### config.mk
export PLATFORM = sky130hd
export DESIGN_NAME = kim_counter_cmd_seq
export DESIGN_NICKNAME = d
export VERILOG_FILES = /design/src/rtl/kim_counter_pkg.sv /design/src/rtl/kim_counter_cmd_fifo.sv /design/src/rtl/kim_counter_cmd_seq.sv
export SDC_FILE = /design/constraint.sdc
export NUM_CORES = 1
export LEC_CHECK = 0
export CORE_ASPECT_RATIO = 1.25
export CORE_MARGIN = 3
export CORE_UTILIZATION = 56
export DETAILED_ROUTE_END_ITERATION = 6
export PLACE_DENSITY = 0.76
export SETUP_SLACK_MARGIN = 0.15
export SYNTH_ARGS = -nofsm -noshare
export SYNTH_HDL_FRONTEND = slang
export SYNTH_SLANG_ARGS = --single-unit
### constraint.sdc
create_clock -name clk -period 2.6 [get_ports clk]
set_input_delay 0.52 -clock clk [delete_from_list [all_inputs] [get_ports clk]]
set_output_delay 0.52 -clock clk [all_outputs]
set_load 0.005 [all_outputs]
### src/rtl/kim_counter_pkg.sv
`default_nettype none
// ============================================================================
// Module      : kim_counter_pkg
// Description : Shared FSM state encoding and default widths for the counter
//               command sequencer and its command FIFO.
// Revision    : 1.0 - initial release
// ============================================================================
package kim_counter_pkg;

   // Default widths/depths used by the sequencer parameter list
   localparam int c_DEF_CNT_DATA_WIDTH = 7;
   localparam int c_DEF_FIFO_DEPTH     = 4;
   localparam int c_DEF_TAG_WIDTH      = 4;
   localparam int c_DEF_TIMEOUT        = 255;

   // Sequencer FSM states
   typedef enum logic [1:0] {
      ST_IDLE   = 2'b00,
      ST_LAUNCH = 2'b01,
      ST_WAIT   = 2'b10,
      ST_RESP   = 2'b11
   } seq_state_e;

endpackage
`default_nettype wire

### src/rtl/kim_counter_cmd_fifo.sv
`default_nettype none
// ============================================================================
// Module      : kim_counter_cmd_fifo
// Description : Synchronous first-word-fall-through command FIFO with a
//               registered occupancy level. Push when full and pop when empty
//               are ignored. DEPTH must be a power of two, >= 2, so the
//               pointers wrap naturally at their bit width.
// Revision    : 1.0 - initial release
// ============================================================================
module kim_counter_cmd_fifo #(
   parameter int DATA_WIDTH = 11,
   parameter int DEPTH      = 4
) (
   input  logic                    clk,
   input  logic                    rst_n,
   input  logic                    push_i,
   input  logic                    pop_i,
   input  logic [DATA_WIDTH-1:0]   wdata_i,
   output logic [DATA_WIDTH-1:0]   rdata_o,
   output logic [$clog2(DEPTH):0]  level_o
);

   localparam int                 c_PTR_W = $clog2(DEPTH);
   localparam logic [c_PTR_W:0]   c_FULL  = (c_PTR_W + 1)'(DEPTH);

   logic [DATA_WIDTH-1:0] mem_q [DEPTH];
   logic [c_PTR_W-1:0]    wr_ptr_q;
   logic [c_PTR_W-1:0]    rd_ptr_q;
   logic [c_PTR_W:0]      level_q;

   logic do_push;
   logic do_pop;

   assign do_push = push_i && (level_q != c_FULL);
   assign do_pop  = pop_i  && (level_q != '0);

   assign rdata_o = mem_q[rd_ptr_q];
   assign level_o = level_q;

   // Storage array: written at the tail on an accepted push, no reset needed
   always_ff @(posedge clk) begin
      if (do_push) begin
         mem_q[wr_ptr_q] <= wdata_i;
      end
   end

   // Pointers and level; a simultaneous push and pop leaves the level as is
   always_ff @(posedge clk or negedge rst_n) begin
      if (!rst_n) begin
         wr_ptr_q <= '0;
         rd_ptr_q <= '0;
         level_q  <= '0;
      end else begin
         if (do_push) begin
            wr_ptr_q <= wr_ptr_q + 1'b1;
         end
         if (do_pop) begin
            rd_ptr_q <= rd_ptr_q + 1'b1;
         end
         if (do_push && !do_pop) begin
            level_q <= level_q + 1'b1;
         end else if (do_pop && !do_push) begin
            level_q <= level_q - 1'b1;
         end
      end
   end

endmodule
`default_nettype wire

### src/rtl/kim_counter_cmd_seq.sv
`default_nettype none
// ============================================================================
// Module      : kim_counter_cmd_seq
// Description : Queues counter commands {count, tag}, launches them one at a
//               time on the counter control stage, waits for done (with a
//               timeout) and returns a tagged completion with an error flag.
//               Zero-count commands complete immediately with an error.
// Revision    : 1.0 - initial release
// ============================================================================
module kim_counter_cmd_seq
   import kim_counter_pkg::*;
#(
   parameter int CNT_DATA_WIDTH = c_DEF_CNT_DATA_WIDTH,
   parameter int FIFO_DEPTH     = c_DEF_FIFO_DEPTH,
   parameter int TAG_WIDTH      = c_DEF_TAG_WIDTH,
   parameter int TIMEOUT        = c_DEF_TIMEOUT
) (
   input  logic                          clk,
   input  logic                          rst_n,
   input  logic                          cmd_valid,
   output logic                          cmd_ready,
   input  logic [CNT_DATA_WIDTH-1:0]     cmd_cnt_val,
   input  logic [TAG_WIDTH-1:0]          cmd_tag,
   output logic                          start_o,
   output logic [CNT_DATA_WIDTH-1:0]     cnt_val_o,
   input  logic                          run_i,
   input  logic                          done_i,
   output logic                          rsp_valid,
   input  logic                          rsp_ready,
   output logic [TAG_WIDTH-1:0]          rsp_tag,
   output logic                          rsp_err,
   output logic                          busy_o,
   output logic [$clog2(FIFO_DEPTH):0]   fifo_level_o
);

   localparam int                      c_LVL_W    = $clog2(FIFO_DEPTH) + 1;
   localparam int                      c_ENTRY_W  = CNT_DATA_WIDTH + TAG_WIDTH;
   localparam int                      c_WCNT_W   = $clog2(TIMEOUT + 1);
   localparam logic [c_LVL_W-1:0]      c_LVL_FULL = c_LVL_W'(FIFO_DEPTH);
   localparam logic [c_WCNT_W-1:0]     c_WCNT_TMO = c_WCNT_W'(TIMEOUT);

   seq_state_e                  state_q;
   logic                        start_q;
   logic [CNT_DATA_WIDTH-1:0]   cnt_val_q;   // doubles as the current count
   logic [TAG_WIDTH-1:0]        cur_tag_q;
   logic                        rsp_valid_q;
   logic [TAG_WIDTH-1:0]        rsp_tag_q;
   logic                        rsp_err_q;
   logic [c_WCNT_W-1:0]         wait_cnt_q;
   logic [c_WCNT_W-1:0]         wait_cnt_d;

   logic                        push;
   logic                        pop;
   logic                        fifo_nonempty;
   logic [c_ENTRY_W-1:0]        head;
   logic [CNT_DATA_WIDTH-1:0]   head_cnt;
   logic [TAG_WIDTH-1:0]        head_tag;
   logic [c_LVL_W-1:0]          level;

   // run_i carries status only; nothing in the sequencer depends on it
   logic                        unused_run;
   assign unused_run = run_i;

   assign cmd_ready     = (level != c_LVL_FULL);
   assign push          = cmd_valid && cmd_ready;
   assign fifo_nonempty = (level != '0);
   assign pop           = (state_q == ST_IDLE) && fifo_nonempty;
   assign head_cnt      = head[c_ENTRY_W-1:TAG_WIDTH];
   assign head_tag      = head[TAG_WIDTH-1:0];
   assign wait_cnt_d    = wait_cnt_q + 1'b1;

   assign start_o       = start_q;
   assign cnt_val_o     = cnt_val_q;
   assign rsp_valid     = rsp_valid_q;
   assign rsp_tag       = rsp_tag_q;
   assign rsp_err       = rsp_err_q;
   assign busy_o        = (state_q != ST_IDLE);
   assign fifo_level_o  = level;

   kim_counter_cmd_fifo #(
      .DATA_WIDTH (c_ENTRY_W),
      .DEPTH      (FIFO_DEPTH)
   ) u_cmd_fifo (
      .clk     (clk),
      .rst_n   (rst_n),
      .push_i  (push),
      .pop_i   (pop),
      .wdata_i ({cmd_cnt_val, cmd_tag}),
      .rdata_o (head),
      .level_o (level)
   );

   // Command FSM with registered start/count/response outputs and wait timer
   always_ff @(posedge clk or negedge rst_n) begin
      if (!rst_n) begin
         state_q     <= ST_IDLE;
         start_q     <= 1'b0;
         cnt_val_q   <= '0;
         cur_tag_q   <= '0;
         rsp_valid_q <= 1'b0;
         rsp_tag_q   <= '0;
         rsp_err_q   <= 1'b0;
         wait_cnt_q  <= '0;
      end else begin
         start_q <= 1'b0;
         case (state_q)
            ST_IDLE: begin
               if (fifo_nonempty) begin
                  cnt_val_q <= head_cnt;
                  cur_tag_q <= head_tag;
                  if (head_cnt == '0) begin
                     // Nothing to count: report the error without launching
                     state_q     <= ST_RESP;
                     rsp_valid_q <= 1'b1;
                     rsp_tag_q   <= head_tag;
                     rsp_err_q   <= 1'b1;
                  end else begin
                     state_q <= ST_LAUNCH;
                     start_q <= 1'b1;
                  end
               end
            end
            ST_LAUNCH: begin
               state_q    <= ST_WAIT;
               wait_cnt_q <= '0;
            end
            ST_WAIT: begin
               wait_cnt_q <= wait_cnt_d;
               // done_i wins over a timeout landing in the same cycle
               if (done_i) begin
                  state_q     <= ST_RESP;
                  rsp_valid_q <= 1'b1;
                  rsp_tag_q   <= cur_tag_q;
                  rsp_err_q   <= 1'b0;
               end else if (wait_cnt_d == c_WCNT_TMO) begin
                  state_q     <= ST_RESP;
                  rsp_valid_q <= 1'b1;
                  rsp_tag_q   <= cur_tag_q;
                  rsp_err_q   <= 1'b1;
               end
            end
            ST_RESP: begin
               if (rsp_ready) begin
                  state_q     <= ST_IDLE;
                  rsp_valid_q <= 1'b0;
                  cnt_val_q   <= '0;
               end
            end
            default: begin
               state_q <= ST_IDLE;
            end
         endcase
      end
   end

endmodule
`default_nettype wire

== Yosys cells after proc, flatten, opt, wreduce, memory -nomap -nowiden ==
Memories as Yosys holds them, arrays and structs flattened.
Cells that the tools add are included.

* Output and inout bits: 19
* Memories kept: 1
* Bits in registers: 35
* Word-level logic and storage cells: 78
* Bits in writable memories: 44
* Input bits: 17

* Reductions and logical operators: 22
* Multiplexer cells: 30
* Equality and inequality tests: 9
* Add/sub/neg operators: 5

{| class="wikitable"
|+ Memories
! memory !! words !! width !! rd ports !! clocked after Yosys merged registers in !! wr ports !! RTL line !! text
|-
| u_cmd_fifo.mem_q || 4 || 11 || 1 || 0 || 1 || kim_counter_cmd_fifo.sv:26 || <nowiki>logic [DATA_WIDTH-1:0] mem_q [DEPTH];</nowiki>
|}

{| class="wikitable"
|+ Operators by type and width
! cell !! count
|-
| 4-bit 2-to-1 mux || 4
|-
| 8-bit case mux with 2 select lines || 1
|-
| 7-bit 2-to-1 mux || 2
|-
| 7-bit case mux with 2 select lines || 1
|-
| 1-bit 2-to-1 mux || 11
|-
| 2-bit 2-to-1 mux || 5
|-
| 2-bit nonzero test || 5
|-
| 8-bit by 1-bit adder with 8-bit output, second input constant || 1
|-
| 8-bit equality test, second input constant || 1
|-
| 2-bit case mux with 4 select lines || 1
|-
| 4-bit case mux with 2 select lines || 1
|-
| 7-bit logical NOT || 1
|-
| 1-bit logical AND || 6
|-
| 3-bit 2-to-1 mux || 2
|-
| 3-bit inequality test, second input constant || 2
|-
| 3-bit AND reduction || 2
|-
| 3-bit nonzero test || 2
|-
| 5-bit AND reduction || 1
|-
| 2-bit by 1-bit adder with 2-bit output, second input constant || 2
|-
| 2-bit equality test, second input constant || 2
|-
| 2-bit inequality test, second input constant || 2
|-
| 4-bit AND reduction || 1
|-
| 3-bit by 1-bit adder with 3-bit output, second input constant || 1
|-
| 1-bit case mux with 3 select lines || 1
|-
| 7 further kinds || 8
|}

== Logic depth before layout (Yosys ltp) ==
* Word-level depth: 7
* Gate-level depth with buffers: 10

== Hierarchy ==
A second synthesis with hierarchy kept.

* Cells, all modules: 245
* Area total of the unflattened synthesis: 3585.9 um^2

{| class="wikitable"
|+ Modules (own cells, without submodules)
! module !! times used !! area an instance (um^2) !! cells an instance !! seq. area each (um^2)
|-
| kim_counter_cmd_fifo || 1 || 2000.7 || 90 || 1496.4
|-
| kim_counter_cmd_seq || 1 || 1585.3 || 155 || 700.7
|}

== Worst setup path before layout ==
OpenSTA, ideal clock, no wires.

* Path kind: reg2reg
* Start point: reg u_cmd_fifo.level_q[0] (netlist: u_cmd_fifo.level_o[0])
* End point: reg u_cmd_fifo.level_q[2] (netlist: u_cmd_fifo.level_o[2])
* Setup time: 79 ps
* Cell stages (with the launch flop): 9
* Arrival time: 2104 ps
* Path slack: 417 ps
* Cells stage by stage: dfrtp_1 o31ai_1 clkbuf_1 ha_1 inv_1 fa_1 xor2_1 nor2_1 xor2_1

* Longest elaborated chain between the ends: 6

{| class="wikitable"
|+ RTL lines
! element !! RTL line !! text
|-
| start: declaration || kim_counter_cmd_fifo.sv:29 || <nowiki>logic [c_PTR_W:0] level_q;</nowiki>
|-
| start signal: assignment || kim_counter_cmd_fifo.sv:61 || <nowiki>level_q <= level_q + 1'b1;</nowiki>
|-
| start signal: assignment || kim_counter_cmd_fifo.sv:63 || <nowiki>level_q <= level_q - 1'b1;</nowiki>
|-
| parallel branches: the longest is 6 deep, another holds 3-bit by 1-bit subtractor with 3-bit output || - ||
|}

Several ways; the timed one is not identified. The select of a mux whose other input is x is not followed.
A chain may end at the register's enable or synchronous reset.

== Worst setup path after layout ==
* Start point: reg u_cmd_fifo.rd_ptr_q[0]
* End point: reg rsp_err_q (netlist: rsp_err)

* Longest elaborated chain between the ends: 4

{| class="wikitable"
|+ RTL lines
! element !! RTL line !! text
|-
| start: declaration || kim_counter_cmd_fifo.sv:28 || <nowiki>logic [c_PTR_W-1:0] rd_ptr_q;</nowiki>
|-
| start signal: assignment || kim_counter_cmd_fifo.sv:58 || <nowiki>rd_ptr_q <= rd_ptr_q + 1'b1;</nowiki>
|-
| memory read 4 x 11 bit || - ||
|-
| 7-bit logical NOT || kim_counter_cmd_seq.sv:111 || <nowiki>if (head_cnt == '0) begin</nowiki>
|-
| 2-bit by 1-bit inequality test with 1-bit output (no source line) || - ||
|-
| 4-bit AND reduction (no source line) || - ||
|-
| end signal: assignment || kim_counter_cmd_seq.sv:102 || <nowiki>rsp_err_q <= 1'b0;</nowiki>
|-
| end signal: assignment || kim_counter_cmd_seq.sv:116 || <nowiki>rsp_err_q <= 1'b1;</nowiki>
|-
| end signal: assignment || kim_counter_cmd_seq.sv:134 || <nowiki>rsp_err_q <= 1'b0;</nowiki>
|-
| end: declaration || kim_counter_cmd_seq.sv:48 || <nowiki>logic rsp_err_q;</nowiki>
|}

No other way between the ends.

==> summary.log <==
[pwr] leakage 1.64 nW
[timing] Post-Route Skew 0.0102 ns
[global_route] total congestion overflow 0
[worst_setup_path] kind of start point of the critical path register
[drt] via-per-instance ratio 5.30
[synth] post-synthesis simple-gate area fraction 0.0911
[floorplanning] IO Pins 36
[clock_tree] Setup Buffers After CTS 0
[floorplanning] number of rows created at floorplan 31
[floorplanning] DIE AREA 7220 µm²
[drt] remaining number of nets flagged by the antenna check after routing 0
[floorplanning] floorplan die height 94.2 µm
[pwr] peak ir drop on the vdd network 0.693 mV
[global_route] wire length of the first global-routing pass 9.43 mm
[synth] prevailing post-synth register cell sky130_fd_sc_hd__edfxtp_1
[floorplanning] CORE AREA 5900 µm²
[cells_and_area] number of standard cells in the layout, taps in and fillers out 387
[worst_setup_path] arrival time reported for the critical path endpoint 2.49 ns
[place] Detailed Place HPWL 3.98 mm
[synth] register area share after synthesis 0.630
[global_route] initial antenna violation count 0
[global_route] GRT Total Usage 0.175
[min_path] origin of the worst min-delay path wait_cnt_q[6]
[cells_and_area] final non-filler cell area 4210 µm²
[synth] Yosys cell types 39
[global_route] maximum number of pins on one net before global-route repair 36
[min_path] Min-Delay Path Class reg -> reg
[pwr] cell area power density 1140 nW/µm²
[drt] Post-Route WL 5.80 mm
[timing] post-route minimum period 2.26 ns
[place] number of placed instances with taps included 371
[pwr] power dissipated by switching net loads 0.00156 W
[worst_setup_path] worst setup path startpoint u_cmd_fifo.rd_ptr_q[0]
[synth] post-synthesis instance area 3490 µm²
[synth] top-area cell type share of the netlist area 0.379
[synth] post-synthesis cell count 252
[cells_and_area] final-layout fill cell count 434
[synth] mux share of post-synthesis cell area 0.112
[worst_setup_path] type of the worst setup path reg -> reg
[synth] Synth Net Count 282
[worst_setup_path] worst-path fanout max 5
[drt] met2 layer wire length in the routed design 2.84 mm
[cells_and_area] fin nets 330
[worst_setup_path] Slowest cell on crit path sky130_fd_sc_hd__mux4_2
[worst_setup_path] ordered list of cells on the worst path buf_4 > mux4_2 > nor4_4 > nand3_2 > a21oi_4 > mux2_1
[synth] cell types occupying the most area after synthesis sky130_fd_sc_hd__edfxtp_1 (38%), sky130_fd_sc_hd__dfrtp_1 (25%), sky130_fd_sc_hd__ha_1 (4.3%), sky130_fd_sc_hd__mux4_2 (3.2%), sky130_fd_sc_hd__mux2i_1 (2.9%)
[clock_tree] CTS resizes 0
[drt] total DRC errors in the routed layout 0
[floorplanning] horizontal extent of the die 76.6 µm
[clock_tree] Clock Tree Root sky130_fd_sc_hd__clkbuf_8
[timing] Slew @ Worst Pin 0.606 ns
[synth] number of synthesized flops with an enable pin 44
[drt] detailed-routing wirelength on met1 2.62 mm
[timing] ratio of final minimum period to clock period 0.870
[clock_tree] Clk Latency, worst-skew pair 0.35 ns
[pwr] internal power 0.00325 W
[place] global placement routability congestion 0.833
[global_route] vias in the first global route 1982
[worst_setup_path] critical path's largest stage delay 0.57 ns
[pwr] Gate power share 0.397
[synth] main combinational cell family by area after synthesis multiplexers
[worst_setup_path] cell depth of the worst flop-to-flop path 6
[timing] Final Max Slew Viols 0
[drt] vias after detailed routing 2051
[cells_and_area] number of antenna repair diodes 0
[cells_and_area] area growth from synthesis to layout 20.7%
[drt] detail-routed net length per standard cell 15.0 µm
[outcome] outcome finished clean
[clock_tree] H-tree depth reported by CTS 3
[worst_setup_path] flop2flop setup slack 0.34 ns
[synth] synthesized-area fraction occupied by xor and xnor cells 0.0201
[pwr] net switching share of the total power 0.325
[run] max cap viols 0
[worst_setup_path] element type at the critical path end register
[place] number of buffers added on ports 34
[worst_setup_path] Reg2Reg Launch Point u_cmd_fifo.rd_ptr_q[0]
[clock_tree] clock transition time at the flip-flop clock pins of the worst setup and hold paths 0.08 ns
[pwr] portion of total power attributed to sequential cells 0.393
[cells_and_area] fraction of layout cells with a size suffix above 1 0.161
[drt] uppermost signal routing layer after detailed routing met4
[worst_setup_path] required time worst endpoint 2.83 ns
[clock_tree] Inserted Clock Buffers 9
[worst_setup_path] Crit Reg-Reg Endpoint rsp_err
[timing] RSZ-0062 raised after global routing false
[pwr] clock group share of total power 0.210
[cells_and_area] share of the core filled with cells 0.714
[clock_tree] Max Buffers Root-to-Sink 2
[clock_tree] CTS sink cnt 79
[synth] cell taking the most area after synthesis sky130_fd_sc_hd__edfxtp_1
[clock_tree] hold-fix buffer count after cts 0
[synth] async set or reset register ratio after synthesis 0.443
[place] placed inst area 3980 µm²
[synth] yosys synthesis warning count 0
[drt] initial detailed-routing violation count 80
[synth] Yosys reg bits 79
[timing] setup violation total in the final timing report 0
[synth] adder-cell share of the synthesized area 0.0488
[timing] Slew HR 0.596
[drt] number of iterations in the first detailed-routing pass 4
[clock_tree] CTS tree built
[drt] detailed-routed wire length on met3 224 µm
[synth] syn avg cell area 13.8 µm²
[timing] Final Hold Fails 0
[timing] Fin Setup TNS 0 ns
[floorplanning] initial cell density of the core 0.591
[synth] synthesized-area fraction occupied by ao, oa, aoi and oai cells 0.0689
[worst_setup_path] endpoint of the worst setup timing path rsp_err
[timing] max frequency 0.442 GHz
[timing] worst hold slack after final layout 0.485 ns
==> area by class of cell <==
type / count / area, µm² / area share
multi-input cells: 148 / 1190 / 0.282
well taps: 82 / 103 / 0.0244
flip-flops and latches: 79 / 2200 / 0.522
inverters: 16 / 60.1 / 0.0143
repair buffers: 46 / 430 / 0.102
clock inverters: 6 / 92.6 / 0.0220
clock buffers: 10 / 138 / 0.0327
==> power groups by stage <==
stage	sequential [W]	combinational (W)	clock, W
floorplan	0.00187	0.00128	0
global placement	0.00191	0.00188	0
detailed placement	0.00192	0.00192	0
CTS	0.00190	0.00194	0.00103
global route	0.00194	0.00212	0.00110
finish	0.00189	0.00191	0.00101
==> through the flow <==
stage                     setup WS, ns  total power, W
final                            0.338         0.00481
after global routing             0.190         0.00516
after CTS                        0.315         0.00487
after detailed placement         0.259         0.00385
after global placement           0.293         0.00379
after floorplan                  0.417         0.00314
==> state kept, by name, summed over array words and instances, names as in the netlist <==
signal and flops:
cnt_val_o 7, u_cmd_fifo.rd_ptr_q 2, u_cmd_fifo.wr_ptr_q 2, u_cmd_fifo.level_o 3
rsp_tag 4, cur_tag_q 4, rsp_valid 1, rsp_err 1
wait_cnt_q 8, u_cmd_fifo.mem_q 44, state_q 2, start_o 1
==> cells in the final DEF (no fill, tap or decap), types with 2 or more instances in the layout <==
cell type | synthesis | routed
sky130_fd_sc_hd__xor2_1 | 2 | 2
sky130_fd_sc_hd__clkinvlp_4 | 0 | 2
sky130_fd_sc_hd__mux2_2 | 5 | 5
sky130_fd_sc_hd__edfxtp_1 | 44 | 44
sky130_fd_sc_hd__mux2_1 | 6 | 6
sky130_fd_sc_hd__mux2i_1 | 10 | 10
sky130_fd_sc_hd__xnor2_1 | 6 | 6
sky130_fd_sc_hd__nor2b_1 | 8 | 8
sky130_fd_sc_hd__inv_1 | 15 | 15
sky130_fd_sc_hd__and3_1 | 6 | 6
sky130_fd_sc_hd__a31o_2 | 7 | 7
sky130_fd_sc_hd__clkdlybuf4s50_1 | 0 | 34
sky130_fd_sc_hd__o22ai_1 | 3 | 3
sky130_fd_sc_hd__mux4_1 | 2 | 2
sky130_fd_sc_hd__o21ai_0 | 17 | 17
sky130_fd_sc_hd__ha_1 | 12 | 12
sky130_fd_sc_hd__nand2_1 | 22 | 22
sky130_fd_sc_hd__clkbuf_8 | 0 | 10
sky130_fd_sc_hd__dfrtp_1 | 35 | 35
sky130_fd_sc_hd__buf_4 | 0 | 12
sky130_fd_sc_hd__bufinv_16 | 0 | 2
sky130_fd_sc_hd__mux4_2 | 5 | 5
sky130_fd_sc_hd__nor2_1 | 10 | 10
sky130_fd_sc_hd__a21oi_1 | 7 | 7
sky130_fd_sc_hd__nand3_1 | 5 | 5
==> synthesized netlist by cell type (all sizes together), types with 7 or more instances <==
cell type  instances
o21ai             17
mux2              11
dfrtp             35
clkbuf             7
ha                12
mux2i             10
mux4               7
edfxtp            44
nor2b              8
a31o               7
inv               15
a21oi              8
nor2              10
nand2             22
==> critical path: cells and delay by family, from the launching register on <==
family	cells	cell delay, ns
mux	2	0.91
simple gates	2	0.48
flops	1	0.35
compound gates	1	0.24
buf+inv	1	0.16
==> worst min-delay path by stage <==
| stage | endpoint | slack [ns] | cells after the start |
|---|---|---|---|
| 3_3_place_gp | cur_tag_q[3] | 0.46 | 2 |
| 5_1_grt | cur_tag_q[2] | 0.51 | 2 |
| 2_1_floorplan | cnt_val_o[0] | 0.22 | 0 |
| 3_5_place_dp | cur_tag_q[3] | 0.47 | 2 |
| 6_report | wait_cnt_q[6] | 0.48 | 1 |
| 4_1_cts | cur_tag_q[3] | 0.49 | 2 |
==> kinds of logic (layout without fill, tap and decap cells) <==
| group | after synthesis | after routing |
|---|---|---|
| AO/OA/AOI/OAI | 38 | 38 |
| XOR/XNOR | 8 | 8 |
| adder cells (fa/ha/maj) | 13 | 13 |
| buffers and inverters | 25 | 78 |
| flip-flops | 79 | 79 |
| multiplexers | 28 | 28 |
| AND/OR/NAND/NOR | 61 | 61 |
==> metal layers <==
metal | vias up | global-route usage
li1 | 1004 | -
met2 | 41 | 0.283
met4 | 0 | 0.0816
met3 | 10 | 0.0422
met5 | - | 0
met1 | 996 | 0.223
(Power assumes the default switching activity.)
==> variant 1, RTL diff (config.mk and constraints unchanged) <==
Make the reset (`rst_n`) synchronous in 2 clocked blocks.
--- a/src/rtl/kim_counter_cmd_fifo.sv
+++ b/src/rtl/kim_counter_cmd_fifo.sv
@@ -46,5 +46,5 @@
 
    // Pointers and level; a simultaneous push and pop leaves the level as is
-   always_ff @(posedge clk or negedge rst_n) begin
+   always_ff @(posedge clk) begin
       if (!rst_n) begin
          wr_ptr_q <= '0;
--- a/src/rtl/kim_counter_cmd_seq.sv
+++ b/src/rtl/kim_counter_cmd_seq.sv
@@ -92,5 +92,5 @@
 
    // Command FSM with registered start/count/response outputs and wait timer
-   always_ff @(posedge clk or negedge rst_n) begin
+   always_ff @(posedge clk) begin
       if (!rst_n) begin
          state_q     <= ST_IDLE;
Function: differs if rst_n is asserted again (counterexample within 4 cycles, from zero or initial values and one cycle with rst_n low); with rst_n held inactive, the same outputs for 10 cycles.
==> variant 1 against the original RTL <==
- setup slack got worse by 0.12 ns
- synthesized area up 0.65%
- routed wire length up 12%
- count of clock-buffer cells in the layout down 1
- sequential cell count grew 2
- total power is 14% lower
- worst hold slack worse by 0.019 ns
- cell area decreased by 0.15%
- largest power group is now registers
==> variant 1: results (changes against the original RTL) <==
status: completed
wire length on met2: 3430 µm (+21%)
Pint: 0.00288 W (-11%)
M3 GR Usage: 0.0420 (-0.000242)
largest net degree at the start of global routing: 29 (-19%)
Synth area leader: edfxtp_1
Worst Tran Pin Value: 0.772 ns (+0.166 ns)
YS warnings: 0 (unchanged)
initial antenna violation count: 0 (unchanged)
CTS buffer count: 9 (unchanged)
initial drt markers: 67 (-16%)
CP max-delay cell: or4_4
Synth cell types: 48 (+23%)
leakage: 1.55 nW (-5.7%)
ant diodes: 0 (unchanged)
FFs w/ async S/R, synth: 0 (-0.443)
Synth Flop Type: edfxtp_1
dpl cells: 387 (+4.3%)
GRT Overall Usage: 0.195 (+0.0200)
clock tree buffer depth: 2 (unchanged)
Final #Nets: 346 (+4.8%)
start point of the worst min-delay path: rsp_tag[2]$_SDFFE_PN0P_
Synth Net Count: 302 (+7.1%)
Startpoint Class: flop
Cells on Worst Hold Path: 2 (+1)
crit-path max FO: 4 (-1)
CP endpoint: rsp_tag[3]$_SDFFE_PN0P_
first-pass GRT wire length: 10700 µm (+13%)
Final GP Congestion: 0.826 (-0.90%)
Syn Inst Count: 272 (+7.9%)
root buf cell: clkbuf_8
synth cell count leaders: edfxtp_1, dfxtp_1, nor2_1
metal1 wirelength: 2820 µm (+7.4%)
Final Routed Wirelength: 6520 µm (+12%)
layout cells sized above 1: 0.131 (-0.0298)
fill cell count: 430 (-0.92%)
Top Layer Used: met4
total number of vias: 2203 (+7.4%)
met2 GRT Util: 0.350 (+0.0673)
worst reg2reg setup slack: 0.22 ns (-0.12 ns)
Reg clk slew, reported paths: 0.08 ns (about the same)
Biggest register: u_cmd_fifo.mem_q
DR WL met3: 175 µm (-22%)
Synth area leaders: edfxtp_1, dfxtp_1, mux4_2, mux2i_1, ha_1
sequential share of the synthesized area: 0.588 (-0.0425)
max-slew violation count: 0 (unchanged)
CP max stage delay: 0.53 ns (-0.04 ns)
R2R depth: 6 (unchanged)
number of flops mapped to enable cells by yosys: 44 (unchanged)
Placed Area: 3970 µm² (-0.16%)
M1 GR Usage: 0.222 (-0.00101)
worst vdd ir: 791 µV (+14%)
DP Wirelength: 4570 µm (+15%)
skew final: 0.00729 ns (-0.00296 ns)
Hold EP: rsp_tag[2]$_SDFFE_PN0P_
wire per inst: 16.2 µm (+8.0%)
WHS: 0.466 ns (-0.0189 ns)
==> variant 1: cell types whose count changed in the layout (fill, tap and decap cells not counted), moves of 5 or more <==
cell      unedited run  this run
inv_1               15        10
mux2_2               5         0
mux2_1               6         0
nor3_1               1         6
o21ai_0             17         5
a31o_2               7         0
nor2_1              10        29
mux2i_1             10        19
dfxtp_1              0        36
nand2_1             22        15
dfrtp_1             35         0
mux4_2               5        10
nand2b_1             0         9
==> variant 1: kinds of logic (layout without fill, tap and decap cells) <==
logic type | count (synthesis) | in the layout | synth area share
buf+inv | 20 | 69 | 0.0235
mux | 30 | 30 | 0.126
flops | 81 | 81 | 0.588
fa+ha+maj | 13 | 13 | 0.0485
compound gates | 37 | 37 | 0.0806
xor+xnor | 4 | 4 | 0.00998
simple gates | 87 | 87 | 0.124
==> variant 1: power groups by stage <==
stage	Sequential (W)	Combinational (W)	Clock (W)
final	0.00172	0.00142	0.00102
after floorplan	0.00172	0.000924	0
after global placement	0.00174	0.00138	0
after global routing	0.00175	0.00156	0.00109
after detailed placement	0.00175	0.00142	0
after CTS	0.00172	0.00144	0.00104
==> variant 1: metrics by stage <==
step	setup slack [ns]	utilization
6_report	0.222	0.708
3_5_place_dp	0.0905	0.669
3_3_place_gp	0.142	0.669
5_1_grt	0.155	0.708
2_1_floorplan	0.195	-
4_1_cts	0.191	0.708
==> variant 1: area by class of cell <==
type	count	area share
Sequential cell	81	0.492
Clock buffer	9	0.0295
Inverter	11	0.00983
Multi-Input combinational cell	171	0.325
Timing Repair Buffer	42	0.0953
Clock inverter	7	0.0244
Tap cell	82	0.0244
==> variant 1: what timing repair did <==
| action | 4_1_cts | 5_1_grt |
|---|---|---|
| endpoints found under the setup margin | 4 | 2 |
| gates resized for setup | 1 | 1 |
| cloned | 0 | 0 |
==> variant 2, RTL diff (config.mk and constraints unchanged) <==
Without the edit above. Change the package constant `c_DEF_TIMEOUT` from 255 to 510.
--- a/src/rtl/kim_counter_pkg.sv
+++ b/src/rtl/kim_counter_pkg.sv
@@ -12,5 +12,5 @@
    localparam int c_DEF_FIFO_DEPTH     = 4;
    localparam int c_DEF_TAG_WIDTH      = 4;
-   localparam int c_DEF_TIMEOUT        = 255;
+   localparam int c_DEF_TIMEOUT        = 510;
 
    // Sequencer FSM states
Function: no difference found for any inputs over 10 cycles, from zero or initial values and one cycle with rst_n low; that may be too few to reach the edited logic, so the function may still have changed.
==> variant 2 against the original RTL <==
- setup slack lost 0.060 ns
- total power is 0.91% lower
- critical endpoint is now rsp_tag[0]$_DFFE_PN0P_
- largest cell class unchanged
- routed wire length grew 1.4%
- count of clock-buffer cells in the layout increased by 2
- cell area is 1.0% higher
- critical path depth fell by 1
- synthesized area increased by 2.4%
- clock power down 6%
- clock skew about the same
- core utilization fell by 0.21 points
- worst hold slack worse by 0.0048 ns
- sequential cell count increased by 1
==> variant 2: results (changes against the original RTL) <==
status: completed
# H-tree levels: 3 (unchanged)
Pre-antenna DRT Iters: 4 (unchanged)
wire length on met2: 3040 µm (+7.2%)
synthesized-area fraction occupied by xor and xnor cells: 0.0172 (-0.00293)
Adder-Cell Fraction of Synth Area: 0.0476 (-0.00116)
YS warnings: 0 (unchanged)
final hold vios: 0 (unchanged)
skew final: 0.0105 ns (+0.000280 ns)
critical path arrival: 2.54 ns (+0.05 ns)
Reg power frac: 0.408 (+0.015)
Final GP Congestion: 0.856 (+2.8%)
Top Layer Used: met4
clock tree buffer depth: 2 (unchanged)
pre-CTS WS: 0.0838 ns (-0.175 ns)
DR WL met3: 252 µm (+13%)
metal1 wirelength: 2530 µm (-3.5%)
Synth cell types: 41 (+5.1%)
largest net degree at the start of global routing: 37 (+2.8%)
root buf cell: clkbuf_8
worst vdd ir: 651 µV (-6.0%)
sequential share of the synthesized area: 0.622 (-0.00800)
Final #Nets: 333 (+0.91%)
Hold Crit Class: reg2reg
max reg flops: 44 (unchanged)
Biggest register: u_cmd_fifo.mem_q
wire per inst: 15.1 µm (+0.63%)
Synth Net Count: 288 (+2.1%)
Reg clk slew, reported paths: 0.08 ns (about the same)
synth cell count leaders: edfxtp_1, dfrtp_1, nand2_1, o21ai_0, inv_1
fill cell count: 430 (-0.92%)
GRT Overall Usage: 0.178 (+0.00308)
leakage: 1.63 nW (-0.60%)
FFs w/ async S/R, synth: 0.450 (+0.00696)
Port Buffers: 34 (unchanged)
first-pass GRT wire length: 9960 µm (+5.6%)
number of flops mapped to enable cells by yosys: 44 (unchanged)
insertion delay to the later sink of the worst-skew pair: 0.33 ns (-0.02 ns)
DP Wirelength: 4050 µm (+2.0%)
vias in the first global route: 2096 (+5.8%)
mux cell area share after synthesis: 0.116 (+0.00470)
P_sw: 0.00153 W (-2.2%)
layout cells sized above 1: 0.136 (-0.0243)
Synth area leaders: edfxtp_1, dfrtp_1, ha_1, mux2_2, mux4_2
Compound-Gate Fraction of Synth Area: 0.0813 (+0.0124)
CTS buffer count: 9 (unchanged)
Worst Tran Pin Value: 0.609 ns (+0.00341 ns)
combinational power: 0.00187 W (-2%)
ant diodes: 0 (unchanged)
initial drt markers: 103 (+29%)
Vias/cell: 5.31 (+0.10%)
crit-path max FO: 8 (+3)
initial antenna violation count: 0 (unchanged)
variant 2: changes by cell type in the layout (fill, tap and decap cells not counted), sizes merged, moves of 3 or more:
cell | unedited run | this run
a31o | 7 | 0
a22o | 0 | 5
mux2 | 11 | 16
o21ai | 17 | 21
o31ai | 1 | 5
inv | 16 | 13
mux2i | 10 | 7
nand2 | 22 | 19
o22ai | 3 | 0
variant 2: worst paths after layout:
path | startpoint | end | slack (ns) | cells after the start
worst max-delay path | u_cmd_fifo.rd_ptr_q[0]$_DFFE_PN0P_ | rsp_tag[0]$_DFFE_PN0P_ | 0.28 | 5
worst min-delay path | cur_tag_q[1]$_DFFE_PN0P_ | cur_tag_q[1]$_DFFE_PN0P_ | 0.48 | 2
worst max register to register | u_cmd_fifo.rd_ptr_q[0]$_DFFE_PN0P_ | rsp_tag[0]$_DFFE_PN0P_ | 0.28 | 5
worst min register to register | cur_tag_q[1]$_DFFE_PN0P_ | cur_tag_q[1]$_DFFE_PN0P_ | 0.48 | 2
max in group asynchronous | rst_n | u_cmd_fifo.rd_ptr_q[0]$_DFFE_PN0P_ | 1.65 | 2
min in group asynchronous | rst_n | cnt_val_o[3]$_DFFE_PN0P_ | 0.59 | 2
variant 2: metrics by stage:
stage / instances / hold WS [ns] / total power (W) / utilization / cell area [µm²]
5_1_grt: 390 / 0.508 / 0.00512 / 0.712 / 4250
3_3_place_gp: 372 / 0.462 / 0.00379 / 0.674 / 4030
3_5_place_dp: 372 / 0.470 / 0.00385 / 0.674 / 4030
2_1_floorplan: 258 / 0.224 / 0.00317 / - / 3570
6_report: 390 / 0.480 / 0.00477 / 0.712 / 4250
4_1_cts: 388 / 0.487 / 0.00481 / 0.709 / 4240
variant 2: logic make-up after synthesis:
family,Yosys count
multiplexers,30
adder cells (fa/ha/maj),13
flip-flops,80
AND/OR/NAND/NOR,61
AO/OA/AOI/OAI,44
buffers and inverters,23
XOR/XNOR,7
variant 2: cell type report:
class	count	area [µm²]	share of cell area
sequential	80	2220	0.523
multi-input combinational	155	1250	0.295
timing repair buffer	44	415	0.0977
clock buffer	12	135	0.0318
tap	82	103	0.0241
clock inverter	4	71.3	0.0168
inverter	13	48.8	0.0115
variant 2: what timing repair did:
action,in CTS,in global routing
resized for setup,1,0
hold buffers,0,0
endpoints found under the setup margin,4,3
buffers inserted,0,2
endpoints found under the hold margin,0,0
variant 2: worst max-delay path: stages (launching register included):
cell,delay (ns)
dfrtp_2,0.48
mux4_2,0.58
nor4_4,0.37
a32oi_2,0.20
a21oi_4,0.22
mux2_1,0.35
variant 2: layer usage:
| layer | global-route usage | up-vias |
|---|---|---|
| met5 | 0 | - |
| met4 | 0.0875 | 0 |
| met3 | 0.0312 | 4 |
| met2 | 0.300 | 39 |
| met1 | 0.223 | 994 |
| li1 | - | 1032 |
